File: config.mk
export PLATFORM = sky130hd
export DESIGN_NAME = rv32_uart_tx
export DESIGN_NICKNAME = d
export VERILOG_FILES = /design/src/rtl/rv32_uart_pkg.sv /design/src/rtl/rv32_sync_fifo.sv /design/src/rtl/rv32_uart_tx.sv
export SDC_FILE = /design/constraint.sdc
export NUM_CORES = 1
export LEC_CHECK = 0
export ABC_AREA = 1
export CAP_MARGIN = 20
export CORE_UTILIZATION = 55
export DETAILED_ROUTE_END_ITERATION = 6
export DONT_BUFFER_PORTS = 1
export PLACE_DENSITY = 0.77
export SLEW_MARGIN = 25
export SYNTH_ARGS = -nofsm -noshare
export SYNTH_HDL_FRONTEND = slang
export SYNTH_HIERARCHICAL = 1
export SYNTH_SLANG_ARGS = --single-unit
File: constraint.sdc
create_clock -name clk_i -period 3.1 [get_ports clk_i]
set_input_delay 0.465 -clock clk_i [delete_from_list [all_inputs] [get_ports clk_i]]
set_output_delay 0.465 -clock clk_i [all_outputs]
set_load 0.02 [all_outputs]
File: src/rtl/rv32_uart_pkg.sv
// Shared types and register map for the rv32 UART blocks.
package rv32_uart_pkg;

  typedef enum logic [2:0] {
    IDLE,
    START,
    DATA,
    PARITY,
    STOP
  } tx_state_t;

  localparam logic [1:0] UART_TXDATA  = 2'd0;
  localparam logic [1:0] UART_STATUS  = 2'd1;
  localparam logic [1:0] UART_BAUDDIV = 2'd2;

  localparam int unsigned STAT_FULL    = 0;
  localparam int unsigned STAT_EMPTY   = 1;
  localparam int unsigned STAT_BUSY    = 2;
  localparam int unsigned STAT_OVF     = 3;
  localparam int unsigned STAT_PAR_EN  = 4;
  localparam int unsigned STAT_CNT_LSB = 8;

  localparam int unsigned BAUD_W = 16;

endpackage

File: src/rtl/rv32_sync_fifo.sv
// Synchronous first-word-fall-through FIFO; a push into a full FIFO is
// accepted only when a pop happens in the same cycle.
module rv32_sync_fifo #(
  parameter int unsigned WIDTH = 8,
  parameter int unsigned DEPTH = 16
) (
  input  logic                     i_clk,
  input  logic                     i_rst,
  input  logic                     i_push,
  input  logic [WIDTH-1:0]         i_wdata,
  input  logic                     i_pop,
  output logic [WIDTH-1:0]         o_rdata,
  output logic                     o_full,
  output logic                     o_empty,
  output logic [$clog2(DEPTH):0]   o_count
);

  localparam int unsigned AW = $clog2(DEPTH);

  logic [WIDTH-1:0] r_mem [DEPTH];
  logic [AW-1:0]    r_wr_ptr;
  logic [AW-1:0]    r_rd_ptr;
  logic [AW:0]      r_count;
  logic             w_do_push;
  logic             w_do_pop;

  assign o_full    = (r_count == (AW+1)'(DEPTH));
  assign o_empty   = (r_count == '0);
  assign o_count   = r_count;
  assign o_rdata   = r_mem[r_rd_ptr];
  assign w_do_pop  = i_pop & ~o_empty;
  assign w_do_push = i_push & (~o_full | w_do_pop);

  always_ff @(posedge i_clk) begin
    if (w_do_push) r_mem[r_wr_ptr] <= i_wdata;
  end

  always_ff @(posedge i_clk) begin
    if (i_rst) begin
      r_wr_ptr <= '0;
      r_rd_ptr <= '0;
      r_count  <= '0;
    end else begin
      if (w_do_push) r_wr_ptr <= r_wr_ptr + 1'b1;
      if (w_do_pop)  r_rd_ptr <= r_rd_ptr + 1'b1;
      case ({w_do_push, w_do_pop})
        2'b10:   r_count <= r_count + 1'b1;
        2'b01:   r_count <= r_count - 1'b1;
        default: r_count <= r_count;
      endcase
    end
  end

endmodule

File: src/rtl/rv32_uart_tx.sv
// Memory-mapped UART transmitter: FIFO-buffered 8N1 serialiser.
// Define RV32_UART_TX_PARITY_EN to add the STATUS[4] even-parity (8E1) option.
module rv32_uart_tx
  import rv32_uart_pkg::*;
#(
  parameter int unsigned  FIFO_DEPTH     = 16,
  parameter logic [15:0]  BAUD_DIV_RESET = 16'd867
) (
  input  logic        clk_i,
  input  logic        rst_i,
  input  logic        sel_i,
  input  logic [3:0]  mem_we_i,
  input  logic [31:0] mem_addr_i,
  input  logic [31:0] mem_data_i,
  output logic [31:0] mem_data_o,
  output logic        uart_tx_o,
  output logic        irq_o
);

  localparam int unsigned CW = $clog2(FIFO_DEPTH) + 1;

  tx_state_t          r_state, w_state_nxt;
  logic [7:0]         r_shift, w_shift_nxt;
  logic [BAUD_W-1:0]  r_reload, w_reload_nxt;
  logic [BAUD_W-1:0]  r_cnt, w_cnt_nxt;
  logic [2:0]         r_idx, w_idx_nxt;
  logic               r_tx, w_tx_nxt;
  logic [BAUD_W-1:0]  r_baud;
  logic               r_ovf;
  logic [31:0]        r_rdata;
  logic               r_irq;
`ifdef RV32_UART_TX_PARITY_EN
  logic               r_par_en;
  logic               r_par_frame, w_par_frame_nxt;
`endif

  logic               w_write;
  logic [1:0]         w_off;
  logic               w_push;
  logic               w_pop;
  logic               w_full;
  logic               w_empty;
  logic [CW-1:0]      w_count;
  logic [7:0]         w_fifo_data;
  logic               w_bit_done;
  logic [31:0]        w_status;
  logic [31:0]        w_rdata;
  logic               w_unused;

  assign w_write    = sel_i & (|mem_we_i);
  assign w_off      = mem_addr_i[3:2];
  assign w_push     = w_write & (w_off == UART_TXDATA);
  assign w_bit_done = (r_cnt == '0);
  assign w_unused   = ^{mem_addr_i[31:4], mem_addr_i[1:0], mem_data_i[31:16]};

  rv32_sync_fifo #(
    .WIDTH (8),
    .DEPTH (FIFO_DEPTH)
  ) u_fifo (
    .i_clk   (clk_i),
    .i_rst   (rst_i),
    .i_push  (w_push),
    .i_wdata (mem_data_i[7:0]),
    .i_pop   (w_pop),
    .o_rdata (w_fifo_data),
    .o_full  (w_full),
    .o_empty (w_empty),
    .o_count (w_count)
  );

  always_ff @(posedge clk_i) begin
    if (rst_i) r_state <= IDLE;
    else       r_state <= w_state_nxt;
  end

  // Next-state logic; uart_tx_o is the registered copy of w_tx_nxt.
  always_comb begin
    w_state_nxt  = r_state;
    w_shift_nxt  = r_shift;
    w_reload_nxt = r_reload;
    w_cnt_nxt    = r_cnt;
    w_idx_nxt    = r_idx;
    w_tx_nxt     = r_tx;
    w_pop        = 1'b0;
`ifdef RV32_UART_TX_PARITY_EN
    w_par_frame_nxt = r_par_frame;
`endif
    case (r_state)
      IDLE: begin
        w_tx_nxt = 1'b1;
        if (!w_empty) begin
          w_pop        = 1'b1;
          w_shift_nxt  = w_fifo_data;
          w_reload_nxt = r_baud;
          w_cnt_nxt    = r_baud;
          w_tx_nxt     = 1'b0;
          w_state_nxt  = START;
`ifdef RV32_UART_TX_PARITY_EN
          w_par_frame_nxt = r_par_en;
`endif
        end
      end
      START: begin
        if (w_bit_done) begin
          w_state_nxt = DATA;
          w_idx_nxt   = 3'd0;
          w_cnt_nxt   = r_reload;
          w_tx_nxt    = r_shift[0];
        end else begin
          w_cnt_nxt = r_cnt - 1'b1;
        end
      end
      DATA: begin
        if (w_bit_done) begin
          w_cnt_nxt = r_reload;
          if (r_idx == 3'd7) begin
            w_state_nxt = STOP;
            w_tx_nxt    = 1'b1;
`ifdef RV32_UART_TX_PARITY_EN
            if (r_par_frame) begin
              w_state_nxt = PARITY;
              w_tx_nxt    = ^r_shift;
            end
`endif
          end else begin
            w_idx_nxt = r_idx + 3'd1;
            w_tx_nxt  = r_shift[r_idx + 3'd1];
          end
        end else begin
          w_cnt_nxt = r_cnt - 1'b1;
        end
      end
`ifdef RV32_UART_TX_PARITY_EN
      PARITY: begin
        if (w_bit_done) begin
          w_state_nxt = STOP;
          w_cnt_nxt   = r_reload;
          w_tx_nxt    = 1'b1;
        end else begin
          w_cnt_nxt = r_cnt - 1'b1;
        end
      end
`endif
      STOP: begin
        if (w_bit_done) w_state_nxt = IDLE;
        else            w_cnt_nxt   = r_cnt - 1'b1;
      end
      default: begin
        w_state_nxt = IDLE;
        w_tx_nxt    = 1'b1;
      end
    endcase
  end

  always_comb begin
    w_status                       = '0;
    w_status[STAT_FULL]            = w_full;
    w_status[STAT_EMPTY]           = w_empty;
    w_status[STAT_BUSY]            = (r_state != IDLE);
    w_status[STAT_OVF]             = r_ovf;
    w_status[STAT_CNT_LSB +: 8]    = 8'(w_count);
`ifdef RV32_UART_TX_PARITY_EN
    w_status[STAT_PAR_EN]          = r_par_en;
`endif
  end

  always_comb begin
    w_rdata = '0;
    case (w_off)
      UART_STATUS:  w_rdata = w_status;
      UART_BAUDDIV: w_rdata = {16'd0, r_baud};
      default:      w_rdata = '0;
    endcase
  end

  always_ff @(posedge clk_i) begin
    if (rst_i) begin
      r_shift  <= '0;
      r_reload <= '0;
      r_cnt    <= '0;
      r_idx    <= '0;
      r_tx     <= 1'b1;
      r_baud   <= BAUD_DIV_RESET;
      r_ovf    <= 1'b0;
      r_rdata  <= '0;
      r_irq    <= 1'b1;
`ifdef RV32_UART_TX_PARITY_EN
      r_par_en    <= 1'b0;
      r_par_frame <= 1'b0;
`endif
    end else begin
      r_shift  <= w_shift_nxt;
      r_reload <= w_reload_nxt;
      r_cnt    <= w_cnt_nxt;
      r_idx    <= w_idx_nxt;
      r_tx     <= w_tx_nxt;
      r_rdata  <= sel_i ? w_rdata : 32'd0;
      r_irq    <= w_empty & (r_state == IDLE);
`ifdef RV32_UART_TX_PARITY_EN
      r_par_frame <= w_par_frame_nxt;
`endif
      // A push into a full FIFO is only lost when no pop frees a slot.
      if (w_push && w_full && !w_pop) begin
        r_ovf <= 1'b1;
      end else if (w_write && (w_off == UART_STATUS) && mem_data_i[STAT_OVF]) begin
        r_ovf <= 1'b0;
      end
      if (w_write && (w_off == UART_BAUDDIV)) r_baud <= mem_data_i[15:0];
`ifdef RV32_UART_TX_PARITY_EN
      if (w_write && (w_off == UART_STATUS)) r_par_en <= mem_data_i[STAT_PAR_EN];
`endif
    end
  end

  assign mem_data_o = r_rdata;
  assign uart_tx_o  = r_tx;
  assign irq_o      = r_irq;

endmodule

---- Word level (Yosys, flattened, before mapping) ----
Memory sizes are Yosys's and may differ from the RTL's. A register that Yosys moved wholly into a read port is not among the register bits.
Index checks and enable logic that the tools add are counted.
cells by class
  reduce and logical (&&, ||, !) cells .... 23
  equal/unequal tests ..................... 16
  bitwise gates (word level) .............. 10
  magnitude comparators ................... 1
  $add $sub $neg .......................... 6
  muxes and demuxes ....................... 28
operator list
  kind                                                 count
  2-to-1 mux 16 bit                                    3
  case mux 16 bit (3 select lines)                     1
  case mux 16 bit (2 select lines)                     1
  2-to-1 mux 3 bit                                     7
  zero test 16 bit                                     1
  subtractor 16 x 1 -> 16 bit (second input constant)  1
  inequality test 2 bit (second input constant)        7
  case mux 3 bit (4 select lines)                      1
  2-to-1 mux 1 bit                                     11
  case mux 5 bit (2 select lines)                      1
  adder 4 x 1 -> 4 bit (second input constant)         2
  == test 3 bit (second input constant)                2
  case mux 3 bit (2 select lines)                      1
  AND reduction 3 bit                                  2
  nonzero test 2 bit                                   3
  nonzero test 3 bit                                   2
  adder 5 x 1 -> 5 bit (second input constant)         1
  AND 1 bit                                            5
  == test 5 bit (second input constant)                1
  logical AND 1 bit                                    5
  zero test 5 bit                                      1
  AND reduction 5 bit                                  1
  subtractor 5 x 1 -> 5 bit (second input constant)    1
  == test 2 x 1 -> 1 bit (second input constant)       2
  16 further kinds                                     21
storage, ports and cells
  register bits after elaboration ......... 102
  RAM bits ................................ 128
  memories kept ........................... 1
  bits of input ports ..................... 71
memories
  memory        depth  width  read ports  clocked after Yosys merged registers in  wr ports  RTL line              text
  u_fifo.r_mem  16     8      1           1                                        1         rv32_sync_fifo.sv:20  logic [WIDTH-1:0] r_mem [DEPTH];

---- Logic depth before layout (Yosys ltp) ----
Gate-level depths: netlist of run 1.
  depth after elaboration ................. 8
  depth in mapped cells ................... 15
  depth with buffers taken out ............ 15

---- By module ----
Netlist of run 1, hierarchy kept.
by module, submodules not included
  module          instances  cells each  area each (µm²)
  rv32_sync_fifo  1          541         6,227.2
  rv32_uart_tx    1          592         3,992.6

---- Worst setup path after synthesis of run 1 ----
Ideal clock, no wire load.
  path type ............................... register -> register
  start ................................... register u_fifo.r_count[4] (netlist: u_fifo/o_count[4])
  end ..................................... register u_fifo.r_count[4] (netlist: u_fifo/o_count[4])
  slack ................................... 670 ps
  setup time .............................. 115 ps
  arrival time ............................ 2,315 ps
  cell stages (with the launch flop) ...... 13
  required time ........................... 2,985 ps
  path through ............................ dfxtp_1 -> inv_2 -> nand3_4 -> inv_1 -> nor2_1 -> buf_2 -> nand3_2 -> fa_1 -> o21ai_0 -> a21o_1 -> nand2_1 -> a21oi_1 -> nor2_1
between the ends
  cells in the longest elaborated chain, start to end .. 8
ends and longest elaborated chain
  what                                                                          RTL line              text
  start: declaration                                                            rv32_sync_fifo.sv:23  logic [AW:0] r_count;
  start signal: assignment                                                      rv32_sync_fifo.sv:47  2'b10: r_count <= r_count + 1'b1;
  start signal: assignment                                                      rv32_sync_fifo.sv:48  2'b01: r_count <= r_count - 1'b1;
  start signal: assignment                                                      rv32_sync_fifo.sv:49  default: r_count <= r_count;
  zero test 5 bit *                                                             rv32_sync_fifo.sv:28  assign o_empty = (r_count == '0);
  net w_empty                                                                   rv32_uart_tx.sv:42    logic w_empty;
  2-to-1 mux 1 bit *                                                            rv32_uart_tx.sv:91    if (!w_empty) begin
  2-to-1 mux 1 bit *                                                            rv32_uart_tx.sv:88    case (r_state)
  net w_pop                                                                     rv32_uart_tx.sv:40    logic w_pop;
  AND 1 bit *                                                                   rv32_sync_fifo.sv:31  assign w_do_pop = i_pop & ~o_empty;
  bitwise OR 1 bit                                                              rv32_sync_fifo.sv:32  assign w_do_push = i_push & (~o_full | w_do_pop);
  AND 1 bit                                                                     rv32_sync_fifo.sv:32
  == test 2 x 1 -> 1 bit / == test 2 bit (equally long branches)                rv32_sync_fifo.sv:46  case ({w_do_push, w_do_pop})
  case mux 5 bit (2 select lines) / nonzero test 2 bit (equally long branches)  n/a
Mark *: on every way through the listed nets, which the timed path passes. The rest lies on a longest branch.
A chain may end at the register's enable or synchronous reset.

---- Worst setup path after layout of run 1 ----
  start ................................... register u_fifo.r_count[4] (netlist: u_fifo/o_count[4])
  end ..................................... register u_fifo.r_count[4] (netlist: u_fifo/o_count[4])
between the ends
  cells in the longest elaborated chain, start to end .. 8
ends and longest elaborated chain
  what                                                                          RTL line
  zero test 5 bit *                                                             rv32_sync_fifo.sv:28
  net w_empty                                                                   rv32_uart_tx.sv:42
  2-to-1 mux 1 bit                                                              rv32_uart_tx.sv:91
  2-to-1 mux 1 bit                                                              rv32_uart_tx.sv:88
  AND 1 bit *                                                                   rv32_sync_fifo.sv:31
  bitwise OR 1 bit                                                              rv32_sync_fifo.sv:32
  AND 1 bit                                                                     rv32_sync_fifo.sv:32
  == test 2 x 1 -> 1 bit / == test 2 bit (equally long branches)                rv32_sync_fifo.sv:46
  case mux 5 bit (2 select lines) / nonzero test 2 bit (equally long branches)  n/a
Marked as above.

==> flow_summary_export.csv, run 1 <==
group,metric,value,unit
status,status,"finished, violations left",
status,violations,"design-rule violations",
detailed_routing,drtPass1Iterations,7,
power,cellPowerDensity,844,nW/µm²
worst_setup_path,endpoint_kind,"register",
clocking,cts_resized,0,
synthesis,ys_top_cells_by_area,"edfxtp_1 (38%), dfxtp_1 (19%), nand2_1 (7.9%)",
worst_hold_path,worstHoldEndpoint,"r_ovf",
timing,period_minus_slack,2.51,ns
timing,worst_pin_slew,0.861,ns
worst_setup_path,r2r_cells,11,
place,io_buffers,0,
layout,syn2layout_area_growth,9.52,%
grt,antenna_found_initial,0,
synthesis,synth_seq_cells,226,
timing,finalMaxSlewViolations,0,
floorplanning,pin_count,105,
power,power,9.45,mW
clocking,cts_hold_buffers,0,
detailed_routing,drtIter0Drc,637,
worst_setup_path,crit_family,"simple AND/OR/NAND/NOR gates",
clocking,clkSinkCount,226,
clocking,root_buffer,"clkbuf_16",
synthesis,synth_compound_area_share,11.6,%
synthesis,avgSynthCellArea,9.02,µm²
clocking,cts_tree,"yes",
grt,grt_pass1_wl,35900,µm
worst_setup_path,crit_buf_inv,2,
grt,overflow,0,
run,max_cap_violations,0,
worst_setup_path,reg2reg_to,"u_fifo/o_count[4]",
synthesis,synthAdderAreaFrac,2.03,%
floorplanning,rows,49,
detailed_routing,route.detailed.drc,8,
detailed_routing,num_vias,7572,
synthesis,synth_top_family_by_area,"simple AND/OR/NAND/NOR gates",
synthesis,async_flop_share,0,%
worst_setup_path,crit_chain,"inv_2 -> nand3_4 -> inv_1 -> nor2_2 -> nand3_2 -> fa_1 -> o21ai_0 -> a21o_1 -> nand2_1 -> a21oi_1 -> nor2_1",
worst_setup_path,worst-path-max-fanout,5,
synthesis,ys_warn_count,6,
clocking,clk_pin_slew,0.06,ns
worst_setup_path,cp_slowest_cell,"dfxtp_1",
synthesis,yosysSeqAreaShare,56.8,%
timing,fin_ws,0.590,ns
floorplanning,initial_utilization,56.5,%
worst_setup_path,r2r_slack,0.59,ns
clocking,clockBufferDepth,3,
clocking,clock_latency,0.51,ns
worst_hold_path,hold_start,"rst_i",
synthesis,synth_xor_area_share,0.686,%
timing,fmax,398,MHz
timing,relSlewSlack,42.6,%
power,peakVddDrop,0.647,mV
worst_setup_path,start_kind,"register",
synthesis,yosysTopAreaCell,"edfxtp_1",
layout,final_layout_size_suffix_gt1_share,8.34,%
synthesis,synth_mux_area_share,0,%
timing,setup_tns,0,ns
worst_setup_path,slowest_delay,0.44,ns
place,place_ws,0.602,ns
worst_setup_path,cp.arrival,2.92,ns
synthesis,synth.distinct_cells,37,
worst_setup_path,critPathRequiredTime,3.51,ns
grt,grt_pass1_vias,7136,
timing,fin_worst_skew,0.0128,ns
layout,antenna_cells,0,
floorplanning,die_w,138,µm
clocking,cts_buffers,24,
worst_hold_path,whs_path_depth,1,
synthesis,synth_top_area_share,37.6,%
floorplanning,core,18100,µm²
place,place_congestion,0.916,
place,post-dp-hpwl,14400,µm
synthesis,synth_edf_count,128,
clocking,h-tree-depth,1,
worst_setup_path,worstSetupPathType,"reg2reg",
clocking,post_cts_buffers,0,
timing,rsz0062_at_grt,"false",
layout,final_nets,1221,
timing,finalHoldViolations,0,
power,leakagePower,4.52,nW
timing,hold_slack,0.0171,ns
timing,setup_viol_count_final,0,
grt,grt_max_degree,62,
floorplanning,die-area,19100,µm²
synthesis,synth.cell_area,10200,µm²
worst_setup_path,regToRegStartpoint,"u_fifo/o_count[4]",
detailed_routing,finalWirelength,22400,µm
worst_hold_path,hold_path_class,"in2reg",
detailed_routing,final_antenna_net_count,0,
detailed_routing,wl_per_cell,16.3,µm
floorplanning,die_h,138,µm
synthesis,synth_cells,1133,
synthesis,synthFlopType,"edfxtp_1",
synthesis,synth_most_common_cell,"nand2_1",
synthesis,yosys-top-cells-count,"nand2_1 (214), inv_1 (139), edfxtp_1 (128)",
grt,track_usage,23.4,%
detailed_routing,vias_per_cell,5.49,
synthesis,synth-simple-area-share,19.9,%
timing,finalCritPeriodShare,81.0,%
-- layout make-up --
class	count	area (µm²)
multi-input combinational	715	3560
fill	1460	6890
timing repair buffer	24	205
clock inverter	11	133
clock buffer	32	662
tap	229	287
sequential	226	5810
inverter	143	537
-- stage by stage --
step                cells  utilization, %  cell area, µm²
floorplan            1148               -           10300
global placement     1337            57.5           10400
detailed placement   1337            57.5           10400
CTS                  1380            61.9           11200
global route         1380            61.9           11200
finish               1380            61.9           11200
-- state kept, by name (all words and copies together) (netlist names), 3 cells and up, named ones only --
name             cells
r_shift              8
r_state              3
u_fifo/r_mem       128
r_cnt               16
u_fifo/r_rd_ptr      4
r_baud              16
r_reload            16
mem_data_o          16
r_idx                3
u_fifo/o_count       5
u_fifo/r_wr_ptr      4
-- routing by layer --
layer	wire, µm	up-vias	share of wire (%)	track usage [%]
met5	0	-	0	0
met4	714	0	3.2	8.93
met3	1280	49	5.7	2.91
met1	9410	3556	42	30.7
li1	-	3722	-	-
met2	11000	245	49	39.9
-- logic make-up (layout without fill, tap and decap cells) --
family          after synthesis  in the layout
compound gates              214            214
xor+xnor                      8              8
fa+ha+maj                    16             16
buf+inv                     207            210
flops                       226            226
other cells                   1             16
simple gates                461            461
-- placed cells by master, fill, tap and decap left out, types with 2 or more instances in the layout --
cell	count
o211ai_1	31
nand2_4	4
dfxtp_1	96
a22oi_1	2
clkbuf_1	6
o21ai_1	6
conb_1	16
o211ai_2	2
nor2_4	5
a21oi_1	82
inv_2	4
nor2_1	120
buf_12	2
nand2_2	3
a21oi_2	2
o21ai_0	85
ha_1	15
nand3_4	4
nand3_1	89
xnor2_1	2
nor2_2	7
clkbuf_16	25
bufinv_16	3
clkinv_2	6
nand4_1	6
xor2_1	6
buf_4	22
inv_1	139
nor3_1	6
edfxtp_1	128
nand2_1	214
-- worst max path at each step --
stage	start	end	slack, ns	cells after the start
floorplan	u_fifo/o_count[4]	u_fifo/o_count[4]	0.67	12
global placement	u_fifo/o_count[4]	u_fifo/o_count[4]	0.64	11
detailed placement	u_fifo/o_count[4]	u_fifo/o_count[4]	0.60	12
CTS	u_fifo/o_count[4]	u_fifo/o_count[4]	0.58	12
global route	u_fifo/o_count[4]	u_fifo/o_count[4]	0.36	13
finish	u_fifo/o_count[4]	u_fifo/o_count[4]	0.59	11
-- power breakdown --
part           switching, mW  internal [mW]
registers              0.274           3.45
clock network           1.15           1.75
logic                   1.93          0.895
total                   3.35           6.09
No activity file was read; power rests on OpenSTA's default activity.
==> inputs of run 2 (changes only) <==
- PLACE_DENSITY: 0.77 -> 0.8
- clock period: 3.1 -> 2.1 ns (I/O delays scaled with it)
==> flow_summary_export.csv, run 2 (same netlist as run 1, synthesis figures left out) <==
group,metric,value,unit
power,leakagePower,4.70,nW
worst_setup_path,worstSetupPathType,"reg2reg",
detailed_routing,final_antenna_net_count,0,
worst_setup_path,cp.arrival,2.20,ns
grt,overflow,0,
place,io_buffers,0,
detailed_routing,finalWirelength,23000,µm
grt,track_usage,24.0,%
worst_setup_path,slowest_delay,0.34,ns
floorplanning,core,18100,µm²
timing,setup_tns,0,ns
status,status,"finished, violations left",
place,place_ws,-0.0476,ns
detailed_routing,drtPass1Iterations,7,
layout,final_layout_size_suffix_gt1_share,11.2,%
timing,fmax,505,MHz
layout,largest_reg_flops,128,
floorplanning,die-area,19100,µm²
layout,syn2layout_area_growth,13.3,%
timing,period_minus_slack,1.98,ns
detailed_routing,route.detailed.drc,6,
status,violations,"design-rule violations",
layout,top_register,"u_fifo/r_mem",
layout,antenna_cells,0,
clocking,clkSinkCount,226,
place,post-dp-hpwl,14400,µm
floorplanning,die_h,138,µm
worst_setup_path,cp_slowest_cell,"dfxtp_1",
timing,setup_viol_count_final,0,
detailed_routing,wl_per_cell,16.2,µm
timing,worst_pin_slew,0.795,ns
layout,final_cell_mix,"nand2_1 (212), inv_1 (137), edfxtp_1 (128), nor2_1 (119), dfxtp_1 (91)",
worst_setup_path,critPathRequiredTime,2.32,ns
run,max_cap_violations,0,
place,place_congestion,0.894,
worst_setup_path,crit_buf_inv,3,
clocking,cts_buffers,24,
clocking,clock_latency,0.54,ns
power,cellPowerDensity,1250,nW/µm²
detailed_routing,num_vias,7790,
clocking,clockBufferDepth,3,
clocking,h-tree-depth,1,
power,peakVddDrop,0.950,mV
grt,antenna_found_initial,0,
timing,finalMaxSlewViolations,0,
floorplanning,die_w,138,µm
floorplanning,pin_count,105,
clocking,cts_tree,"yes",
layout,final_common_cell,"nand2_1",
timing,relSlewSlack,46.8,%
grt,grt_max_degree,59,
clocking,root_buffer,"clkbuf_16",
timing,rsz0062_at_grt,"false",
detailed_routing,vias_per_cell,5.51,
grt,grt_pass1_vias,7409,
timing,finalCritPeriodShare,94.4,%
timing,fin_ws,0.119,ns
worst_setup_path,crit_family,"simple AND/OR/NAND/NOR gates",
floorplanning,rows,49,
worst_setup_path,start_kind,"register",
timing,finalHoldViolations,0,
worst_setup_path,crit_chain,"inv_1 -> nand2_2 -> nor2_4 -> buf_4 -> nor2_2 -> nor2_4 -> nand2_1 -> nor2_1 -> buf_4",
floorplanning,initial_utilization,56.5,%
layout,final_nets,1255,
worst_setup_path,worst-path-max-fanout,8,
detailed_routing,drtIter0Drc,792,
grt,grt_pass1_wl,37000,µm
worst_setup_path,endpoint_kind,"register",
timing,fin_worst_skew,0.0296,ns
power,power,14.5,mW
clocking,clk_pin_slew,0.06,ns
worst_hold_path,hold_path_class,"in2reg",
## run 2: worst paths after layout
check                  from             endpoint  slack (ns)  depth (start not counted)
min          mem_data_i[14]           r_baud[14]        0.02                          2
max              r_state[0]  u_fifo/r_mem[12][3]        0.12                          9
min reg2reg     r_reload[0]          r_reload[0]        0.45                          2
max reg2reg      r_state[0]  u_fifo/r_mem[12][3]        0.12                          9
## run 2: repair_timing
item,4_1_cts,5_1_grt
pin swaps,0,3
endpoints found under the setup margin,2,22
resized for setup,1,8
hold endpoints to repair,149,0
hold buffers,14,0
gates cloned,0,0
setup buffers,0,5
## run 2: final cells by class
type	instances	area (µm²)
fill	1387	6510
timing repair buffer	58	495
tap	229	287
clock inverter	14	179
clock buffer	30	663
sequential	226	5820
inverter	143	539
multi-input combinational	715	3590
## run 2: per-layer routing
layer  routed length (µm)  track usage, %  vias up
met5                    0               0        -
met4                  709            9.05        0
met3                 1660            3.78       60
met2                11200            40.3      303
met1                 9370            31.4     3631
li1                     -               -     3796
## run 2: power breakdown
part           internal (mW)  switching, mW
sequential              5.10          0.376
clock                   2.63           1.74
combinational           1.58           3.06
## run 2: metrics by stage
stage	cell area (µm²)	utilization (%)	hold slack [ns]	instances
4_1_cts	11500	63.6	0.00998	1410
2_1_floorplan	10300	-	0.384	1148
6_report	11600	64.0	0.0168	1415
5_1_grt	11600	64.0	0.0426	1415
3_3_place_gp	10500	58.2	0.386	1352
3_5_place_dp	10500	58.2	0.392	1352
==> inputs of run 3 (changes only) <==
- ABC_AREA: 1 -> unset
==> flow_summary_export.csv, run 3 <==
group,metric,value,unit
floorplanning,die_w,135,µm
grt,grt_max_degree,75,
worst_setup_path,reg2reg_to,"u_fifo/o_count[4]",
timing,finalMaxSlewViolations,0,
clocking,h-tree-depth,1,
floorplanning,pin_count,105,
synthesis,synth-simple-area-share,12.3,%
worst_hold_path,hold_start,"rst_i",
power,cellPowerDensity,1280,nW/µm²
detailed_routing,finalWirelength,24300,µm
synthesis,synth_top_area_share,39.7,%
grt,grt_pass1_vias,6566,
detailed_routing,route.detailed.drc,4,
layout,final_nets,928,
layout,final_layout_size_suffix_gt1_share,24.0,%
worst_setup_path,r2r_cells,13,
clocking,clkSinkCount,226,
grt,track_usage,26.7,%
power,clkPwrFrac,29.6,%
place,place_congestion,0.830,
timing,hold_slack,0.0112,ns
power,power_frac_comb,35.1,%
power,power,14.8,mW
detailed_routing,vias_per_cell,6.33,
synthesis,synth_top_family_by_area,"simple AND/OR/NAND/NOR gates",
detailed_routing,wl_per_cell,22.4,µm
worst_setup_path,r2r_slack,-0.62,ns
detailed_routing,drtPass1Iterations,7,
timing,fin_ws,-0.621,ns
worst_setup_path,regToRegStartpoint,"u_fifo/o_count[3]",
synthesis,ys_top_cells_by_area,"edfxtp_1 (40%), dfxtp_1 (20%), mux4_2 (7.9%)",
detailed_routing,drtIter0Drc,681,
synthesis,synth.distinct_cells,68,
status,status,"finished, violations left",
floorplanning,initial_utilization,56.1,%
layout,final_common_cell,"edfxtp_1",
synthesis,synth_most_common_cell,"edfxtp_1",
layout,final_cell_count_no_fill,1084,
synthesis,yosysTopAreaCell,"edfxtp_1",
timing,worst_pin_slew,0.807,ns
floorplanning,rows,48,
timing,finalHoldViolations,0,
layout,final_cell_mix,"edfxtp_1 (128), nand2_1 (102), dfxtp_1 (95), a21oi_1 (59), buf_4 (44)",
clocking,root_buffer,"clkbuf_16",
power,p_int,9.93,mW
timing,period_minus_slack,2.72,ns
synthesis,synth_mux_area_share,8.87,%
grt,antenna_found_initial,1,
synthesis,synth.cell_area,9670,µm²
grt,overflow,0,
layout,syn2layout_area_growth,19.6,%
worst_setup_path,endpoint_kind,"register",
synthesis,yosysSeqAreaShare,60.0,%
status,violations,"design-rule violations, negative setup slack",
timing,fmax,368,MHz
timing,setup_viol_count_final,153,
place,place_inst,1008,
worst_setup_path,slowest_delay,0.56,ns
timing,fin_worst_skew,0.0294,ns
synthesis,synth_compound_area_share,11.5,%
worst_setup_path,cp-startpoint,"u_fifo/o_count[3]",
worst_setup_path,start_kind,"register",
floorplanning,die_h,135,µm
grt,grtUsageMet2,43.5,%
worst_hold_path,hold_path_class,"in2reg",
worst_setup_path,cp_slowest_cell,"or4_4",
clocking,clk_pin_slew,0.07,ns
run,max_cap_violations,0,
detailed_routing,final_antenna_net_count,0,
grt,grt_busiest_layer,"met2",
power,switching_share,33.0,%
worst_setup_path,critPathRequiredTime,2.50,ns
worst_setup_path,crit_top_cell,"inv_4",
power,pwr-share-seq,35.3,%
grt,use_met1,35.8,%
timing,relSlewSlack,46.0,%
synthesis,async_flop_share,0,%
place,post-dp-hpwl,13000,µm
synthesis,synth_cells,785,
synthesis,avgSynthCellArea,12.3,µm²
floorplanning,core,17200,µm²
grt,grt_pass1_wl,36900,µm
timing,setup_tns,-46.66,ns
grt,use_met3,4.28,%
synthesis,synthAdderAreaFrac,2.15,%
synthesis,synth_edf_count,128,
worst_setup_path,endpoint,"u_fifo/o_count[4]",
synthesis,ys_warn_count,6,
worst_setup_path,worst-path-max-fanout,4,
synthesis,synth_xor_area_share,0.543,%
layout,fillers,1100,
place,io_buffers,0,
worst_setup_path,crit_chain,"or4_4 -> nor2_4 -> inv_2 -> nand2_4 -> inv_4 -> nor2b_4 -> o21ai_4 -> inv_4 -> ha_4 -> nand2b_1 -> o2bb2ai_2 -> mux2i_1 -> or4_1",
synthesis,yosys-top-cells-count,"edfxtp_1 (128), nand2_1 (103), dfxtp_1 (98)",
clocking,cts_tree,"yes",
power,leakagePower,4.04,nW
synthesis,synthFlopType,"edfxtp_1",
worst_setup_path,cp.arrival,3.12,ns
clocking,clockBufferDepth,3,
synthesis,synth_seq_cells,226,
layout,largest_reg_flops,128,
layout,top_register,"u_fifo/r_mem",
power,p_switching,4.89,mW
place,place_ws,-0.601,ns
clocking,clock_latency,0.54,ns
timing,finalCritPeriodShare,130,%
worst_setup_path,worstSetupPathType,"reg2reg",
detailed_routing,num_vias,6857,
floorplanning,die-area,18100,µm²
timing,rsz0062_at_grt,"true",
clocking,cts_buffers,23,
power,peakVddDrop,1.19,mV
-- run 3: cell count changes after synthesis, sizes merged, moves of 25 or more --
cell / delta
mux4: +34
o21ai: -79
o211ai: -30
nand2: -118
nor2: -94
and2: +25
inv: -114
nand3: -83
-- run 3: critical path: cells and delay by family, from the launching register on --
family	cells	cell delay, ns
simple gates	6	1.43
flops	1	0.32
mux	1	0.12
compound gates	2	0.25
buf+inv	3	0.17
fa+ha+maj	1	0.27
-- run 3: how the worst min path moves through the flow --
stage                               to  slack (ns)  depth (start not counted)
finish                       uart_tx_o        0.01                          2
global route                 uart_tx_o        0.02                          2
CTS                          uart_tx_o        0.01                          2
detailed placement   u_fifo/o_count[3]        0.39                          1
global placement          r_reload[13]        0.39                          1
floorplan           u_fifo/r_mem[0][0]        0.41                          0
-- run 3: metrics by stage --
step,instance area (µm²),util (%)
after CTS,11500,66.5
after global placement,10100,58.7
final,11600,67.1
after detailed placement,10100,58.7
after floorplan,9800,-
after global routing,11600,67.1
-- run 3: metal layers --
layer / up-vias / share of wire (%)
met1: 3373 / 39
met3: 79 / 7.4
met2: 399 / 50
li1: 3006 / -
met4: 0 / 4.0
met5: - / 0
-- run 3: repair_timing --
item / CTS / global route
setup endpoints to repair: 153 / 164
pin swaps: 26 / 19
buffers inserted: 16 / 7
hold endpoints to repair: 204 / 0
resized for setup: 69 / 24
hold buffers: 17 / 0
gates cloned: 2 / 1
-- run 3: cell type report --
type                            count  area, µm²  share of cell area (%)
Multi-Input combinational cell    485       3810                    33.0
Sequential cell                   226       5810                    50.2
Inverter                           29        114                   0.984
Antenna cell                        1       2.50                  0.0216
Tap cell                          225        282                    2.43
Clock inverter                     13        164                    1.42
Timing Repair Buffer               76        726                    6.27
Clock buffer                       29        659                    5.70
-- run 3: cells by family after synthesis --
| logic type | count (synthesis) |
|---|---|
| AND/OR/NAND/NOR | 241 |
| flip-flops | 226 |
| AO/OA/AOI/OAI | 162 |
| buffers and inverters | 90 |
| multiplexers | 43 |
| adder cells (fa/ha/maj) | 16 |
| XOR/XNOR | 6 |
| other | 1 |
-- run 3: power groups by stage --
stage	clock (mW)	sequential [mW]	combinational [mW]
5_1_grt	4.57	5.27	5.60
4_1_cts	4.38	5.22	4.92
3_5_place_dp	0	5.31	4.12
3_3_place_gp	0	5.30	4.05
2_1_floorplan	0	5.27	3.12
6_report	4.38	5.24	5.20
